--- src/rtl/stream_rr_arbiter.sv ---
`default_nettype none
// ============================================================================
// Module   : stream_rr_arbiter
// Purpose  : Packet-aware round-robin arbiter merging NI valid/ready byte
//            streams into one downstream stream. A grant is held for a whole
//            packet (until an accepted beat with i_last) or until BURST_MAX
//            beats have been accepted. Output goes through a 2-entry
//            register-out buffer, so every output is a flop and o_rdy has no
//            combinational path to any i_rdy.
// Revision : 1.0 - initial release
// ----------------------------------------------------------------------------
// Ports:
//   clk     in   1       clock, rising edge
//   rst     in   1       synchronous reset, active-high
//   i_rdy   out  NI      per-requester ready (only bit gnt can be 1)
//   i_en    in   NI      per-requester valid
//   i_data  in   NI*DW   requester k at [k*DW +: DW]
//   i_last  in   NI      per-requester end-of-packet, qualified by i_en
//   o_rdy   in   1       downstream ready
//   o_en    out  1       downstream valid
//   o_data  out  DW      downstream data
//   o_last  out  1       end-of-packet travelling with o_data
//   o_id    out  3       source requester index of o_data
// ============================================================================
module stream_rr_arbiter #(
   parameter int NI        = 4,
   parameter int DW        = 8,
   parameter int BURST_MAX = 0
) (
   input  logic             clk,
   input  logic             rst,
   output logic [NI-1:0]    i_rdy,
   input  logic [NI-1:0]    i_en,
   input  logic [NI*DW-1:0] i_data,
   input  logic [NI-1:0]    i_last,
   input  logic             o_rdy,
   output logic             o_en,
   output logic [DW-1:0]    o_data,
   output logic             o_last,
   output logic [2:0]       o_id
);

   localparam logic [2:0]  C_LAST_IDX = 3'(NI - 1);
   localparam logic [16:0] C_BURST    = 17'(BURST_MAX);

   typedef enum logic [0:0] {
      ST_IDLE  = 1'b0,
      ST_GRANT = 1'b1
   } state_t;

   state_t          r_state;
   state_t          w_state_nxt;

   logic [2:0]      r_ptr;
   logic [2:0]      r_gnt;
   logic [15:0]     r_cnt;

   // Output buffer: head drives the outputs, tail only holds an overflow beat.
   logic            r_hd_vld;
   logic [DW-1:0]   r_hd_data;
   logic            r_hd_last;
   logic [2:0]      r_hd_id;
   logic            r_tl_vld;
   logic [DW-1:0]   r_tl_data;
   logic            r_tl_last;
   logic [2:0]      r_tl_id;

   logic            w_sel_en;
   logic [DW-1:0]   w_sel_data;
   logic            w_sel_last;
   logic            w_found;
   logic [2:0]      w_pick;
   logic            w_rdy;
   logic            w_push;
   logic            w_pop;
   logic            w_end;
   logic [16:0]     w_cnt_inc;

   // Mux the granted requester's inputs.
   always_comb begin
      w_sel_en   = 1'b0;
      w_sel_data = '0;
      w_sel_last = 1'b0;
      for (int k = 0; k < NI; k++) begin
         if (r_gnt == 3'(k)) begin
            w_sel_en   = i_en[k];
            w_sel_data = i_data[k*DW +: DW];
            w_sel_last = i_last[k];
         end
      end
   end

   // Rotating priority scan: first requester at or after ptr, wrapping.
   always_comb begin
      logic [3:0] idx;
      w_found = 1'b0;
      w_pick  = '0;
      idx     = '0;
      for (int i = 0; i < NI; i++) begin
         idx = {1'b0, r_ptr} + 4'(i);
         if (idx >= 4'(NI)) begin
            idx = idx - 4'(NI);
         end
         for (int k = 0; k < NI; k++) begin
            if (!w_found && (idx == 4'(k)) && i_en[k]) begin
               w_found = 1'b1;
               w_pick  = 3'(k);
            end
         end
      end
   end

   // Ready depends only on flops (state and tail-valid), never on o_rdy.
   assign w_rdy     = (r_state == ST_GRANT) && !r_tl_vld;
   assign w_push    = w_rdy && w_sel_en;
   assign w_pop     = r_hd_vld && o_rdy;
   assign w_cnt_inc = {1'b0, r_cnt} + 17'd1;
   assign w_end     = w_push &&
                      (w_sel_last || ((C_BURST != 17'd0) && (w_cnt_inc == C_BURST)));

   always_comb begin
      i_rdy = '0;
      for (int k = 0; k < NI; k++) begin
         if (r_gnt == 3'(k)) begin
            i_rdy[k] = w_rdy;
         end
      end
   end

   // State register
   always_ff @(posedge clk) begin
      if (rst) begin
         r_state <= ST_IDLE;
      end else begin
         r_state <= w_state_nxt;
      end
   end

   // Next-state logic; IDLE always lasts one cycle between grants.
   always_comb begin
      w_state_nxt = r_state;
      case (r_state)
         ST_IDLE: begin
            if (w_found) begin
               w_state_nxt = ST_GRANT;
            end
         end
         ST_GRANT: begin
            if (w_end) begin
               w_state_nxt = ST_IDLE;
            end
         end
         default: w_state_nxt = ST_IDLE;
      endcase
   end

   // Grant, fairness pointer and beat counter. The pointer only moves when a
   // grant ends, so a stalled requester keeps its grant and its turn.
   always_ff @(posedge clk) begin
      if (rst) begin
         r_gnt <= '0;
         r_ptr <= '0;
         r_cnt <= '0;
      end else if (r_state == ST_IDLE) begin
         if (w_found) begin
            r_gnt <= w_pick;
         end
      end else if (w_push) begin
         if (w_end) begin
            r_ptr <= (r_gnt == C_LAST_IDX) ? 3'd0 : r_gnt + 3'd1;
            r_cnt <= '0;
         end else begin
            r_cnt <= w_cnt_inc[15:0];
         end
      end
   end

   // 2-entry output buffer. A push while full cannot happen since w_rdy
   // is low whenever the tail is occupied.
   always_ff @(posedge clk) begin
      if (rst) begin
         r_hd_vld  <= 1'b0;
         r_hd_data <= '0;
         r_hd_last <= 1'b0;
         r_hd_id   <= '0;
         r_tl_vld  <= 1'b0;
         r_tl_data <= '0;
         r_tl_last <= 1'b0;
         r_tl_id   <= '0;
      end else if (w_pop) begin
         if (r_tl_vld) begin
            r_hd_data <= r_tl_data;
            r_hd_last <= r_tl_last;
            r_hd_id   <= r_tl_id;
            r_tl_vld  <= 1'b0;
         end else if (w_push) begin
            r_hd_data <= w_sel_data;
            r_hd_last <= w_sel_last;
            r_hd_id   <= r_gnt;
         end else begin
            r_hd_vld  <= 1'b0;
         end
      end else if (w_push) begin
         if (!r_hd_vld) begin
            r_hd_vld  <= 1'b1;
            r_hd_data <= w_sel_data;
            r_hd_last <= w_sel_last;
            r_hd_id   <= r_gnt;
         end else begin
            r_tl_vld  <= 1'b1;
            r_tl_data <= w_sel_data;
            r_tl_last <= w_sel_last;
            r_tl_id   <= r_gnt;
         end
      end
   end

   assign o_en   = r_hd_vld;
   assign o_data = r_hd_data;
   assign o_last = r_hd_last;
   assign o_id   = r_hd_id;

endmodule
`default_nettype wire

--- config.mk ---
export PLATFORM = sky130hd
export DESIGN_NAME = stream_rr_arbiter
export DESIGN_NICKNAME = d
export VERILOG_FILES = /design/src/rtl/stream_rr_arbiter.sv
export SDC_FILE = /design/constraint.sdc
export NUM_CORES = 1
export LEC_CHECK = 0
export BUFFER_PORTS_ARGS = -buffer_cell sky130_fd_sc_hd__buf_2
export CORE_UTILIZATION = 50
export CTS_BUF_LIST = sky130_fd_sc_hd__clkbuf_4
export DETAILED_ROUTE_END_ITERATION = 8
export GPL_ROUTABILITY_DRIVEN = 0
export PLACE_DENSITY_LB_ADDON = 0.1
export SYNTH_ARGS = -nofsm -noshare
export SYNTH_HDL_FRONTEND = slang
export SYNTH_SLANG_ARGS = --single-unit
--- constraint.sdc ---
create_clock -name clk -period 3 [get_ports clk]
set_clock_uncertainty 0.2 [all_clocks]
set_input_delay 0.6 -clock clk [delete_from_list [all_inputs] [get_ports clk]]
set_output_delay 0.6 -clock clk [all_outputs]
set_load 0.005 [all_outputs]
==> results.txt <==
Largest net degree at the start of global routing = 31
Critical Path Start = r_gnt[1]
Final Hold Viols = 0
Maximum vdd drop = 0.000268 V
FMAX = 361 MHz
Multi-input gate area = 0.00122 mm²
Sequential share of the synthesized area = 0.301
Register Area = 582 µm²
M2 GR Usage = 0.384
Syn. warnings = 0
CORE AREA = 0.00369 mm²
Routed wire length = 4530 µm
Layout fillers = 359
Post-DP HPWL = 3340 µm
Leak = 0.000972 µW
Crit-path max FO = 22
Status = completed
Worst r2r src = r_gnt[1]
DRT Pass-1 Iters = 4
Number of synthesized flops with an enable pin = 0
Setup_tns = 0 ns
Routing usage on met1 = 0.315
Post-route cell area = 0.00230 mm²
Via count = 1,900
Mapped Area = 0.00193 mm²
CP arrival = 2.80 ns
Remaining antenna violation count after routing = 0
Gr ovfl total = 0
Fin crit period = 2.77 ns
Gr busiest metal = met2
Num CTS Buffers = 5
Die Y = 64.1 µm
Port bufs = 58
Synth cell types = 44
Met3 usage = 0.0518
Most frequent cells in the layout = buf_2, nor2_1, dfxtp_1, a21oi_1, nand2_1
Leading cell type in the layout, fill and taps excluded = buf_2
DR iter-0 viols = 106
DIE AREA = 0.00410 mm²
Unrepaired setup endpoints after global routing = no
Async SR Flop Fraction = 0
Initial antenna violation count = 0
GRT Total Usage = 0.238
Final-report setup violation count = 0
Placed cell area = 0.00224 mm²
Crit end category = register
H-tree depth = 2
Area Overhead vs Synth = 19.6%
First-pass GRT wire length = 7670 µm
Setup Buffers After CTS = 0
Layout cell share with drive strength beyond 1 = 0.268
Die width = 64.1 µm
Rel. slew slack = 0.490
Worst Max-Slew Pin Slew = 0.762 ns
Total power = 1110 µW
Ant diodes = 0
Synth top area share = 0.301
Data required time of the critical path = 3.03 ns
Crit path largest cell delay = 0.38 ns
Top FF cell, synth = dfxtp_1
CTS tree = built
CTS resizes = 0
Vias per Instance = 5.43
Final Max Slew Viols = 0
CTS max path bufs = 2
IO Pins = 60
Max-cap violation count = 0
Worst-path clk slew = 0.09 ns
Worst hold path type = reg2reg
CTS Sinks = 29
Setup crit start kind = register
Worst skew pair latency = 0.32 ns
Critical path class = reg2reg
Syn Inst Count = 247
Count of hold-fix buffers inserted at cts = 0
Root buf cell = clkbuf_4
Synth area leaders = dfxtp_1, nor2_1, a21oi_1
Yosys top cell by area = dfxtp_1
Drt drc = 0
Avg Cell Area, Syn = 7.80 µm²
Worst path cell trace = inv_1 > ha_1 > buf_4 > a21oi_1 > a211o_4 > nand2_1 > inv_1 > ha_1 > nand2b_1 > a31oi_4 > buf_6 > nor2_1 > a311oi_1
#FFs+latches synth = 29
Nets = 352
Pwr/cell area = 481 mW/mm²
Hold path start = r_tl_last
Rows = 22
Final period utilization = 0.923
Worst-path cell with the longest stage delay = dfxtp_1
Initial core utilization = 0.522
Vias in the first global route = 1,718
Routed WL per cell = 12.9 µm
cell usage after synthesis, types with 2 or more instances:
| master | number |
|---|---|
| a211o_1 | 2 |
| a221oi_1 | 8 |
| ha_1 | 7 |
| and2_1 | 5 |
| a21oi_1 | 21 |
| clkbuf_1 | 12 |
| o21ai_0 | 4 |
| nor2_1 | 33 |
| a31oi_1 | 4 |
| nor3_1 | 9 |
| a211oi_2 | 3 |
| mux2i_1 | 5 |
| inv_1 | 11 |
| buf_2 | 3 |
| nand2b_1 | 5 |
| and3_1 | 8 |
| nand2_1 | 19 |
| conb_1 | 2 |
| dfxtp_1 | 29 |
| nand3_1 | 3 |
| a311oi_1 | 11 |
| nor2b_1 | 13 |
| a211oi_1 | 9 |
cell families (layout without fill, tap and decap cells):
family,Yosys count,after routing,share of synthesized area
muxes,5,5,0.0260
adders and majority gates,8,8,0.0507
AOI/OAI and AO/OA,71,71,0.282
and+or+nand+nor,103,103,0.266
other,2,3,0.00390
buffers and inverters,29,83,0.0702
DFF,29,29,0.301
path summary, 6_finish.rpt:
check        depth (start not counted)  slack, ns         to
max reg2reg                         13       0.23  o_data[3]
max                                 13       0.23  o_data[3]
min                                  2       0.29     o_last
min reg2reg                          2       0.29     o_last
worst max-delay path, delay by kind of cell (launching register included):
kind	cells	cell delay, ns
AO/OA/AOI/OAI	4	0.87
buffers and inverters	4	0.55
flip-flops	1	0.38
adder cells (fa/ha/maj)	2	0.35
AND/OR/NAND/NOR	3	0.32
power by group:
part	internal (µW)	leakage [µW]	switching, µW
Combinational	192	0.000707	238
Clock	94.0	0.0000292	127
Sequential	422	0.000236	33.6
cell type report:
class,instances,area share
multi-input cells,190,0.532
inverters,11,0.0179
flip-flops and latches,29,0.253
clock inverters,1,0.00163
repair buffers,65,0.150
clock buffers,6,0.0196
well taps,48,0.0261
per-stage QoR:
step / hold WS (ns) / instances / worst slack [ns] / util
CTS: 0.290 / 350 / 0.150 / 0.620
finish: 0.288 / 350 / 0.230 / 0.624
global route: 0.291 / 350 / 0.0231 / 0.624
global placement: 0.266 / 343 / 0.163 / 0.607
detailed placement: 0.275 / 343 / 0.182 / 0.607
floorplan: 0.254 / 248 / 0.455 / -
layer usage:
metal	vias to the layer above	wire length (µm)
met3	7	226
met1	839	2260
li1	1001	-
met2	53	1990
met5	-	0
met4	0	46
flip-flops by register name, indices dropped and copies added (netlist names), 2 cells and up:
register   flops
o_data         8
o_id           2
r_gnt          2
r_ptr          2
r_tl_data      8
r_tl_id        2
(Power assumes the default switching activity.)
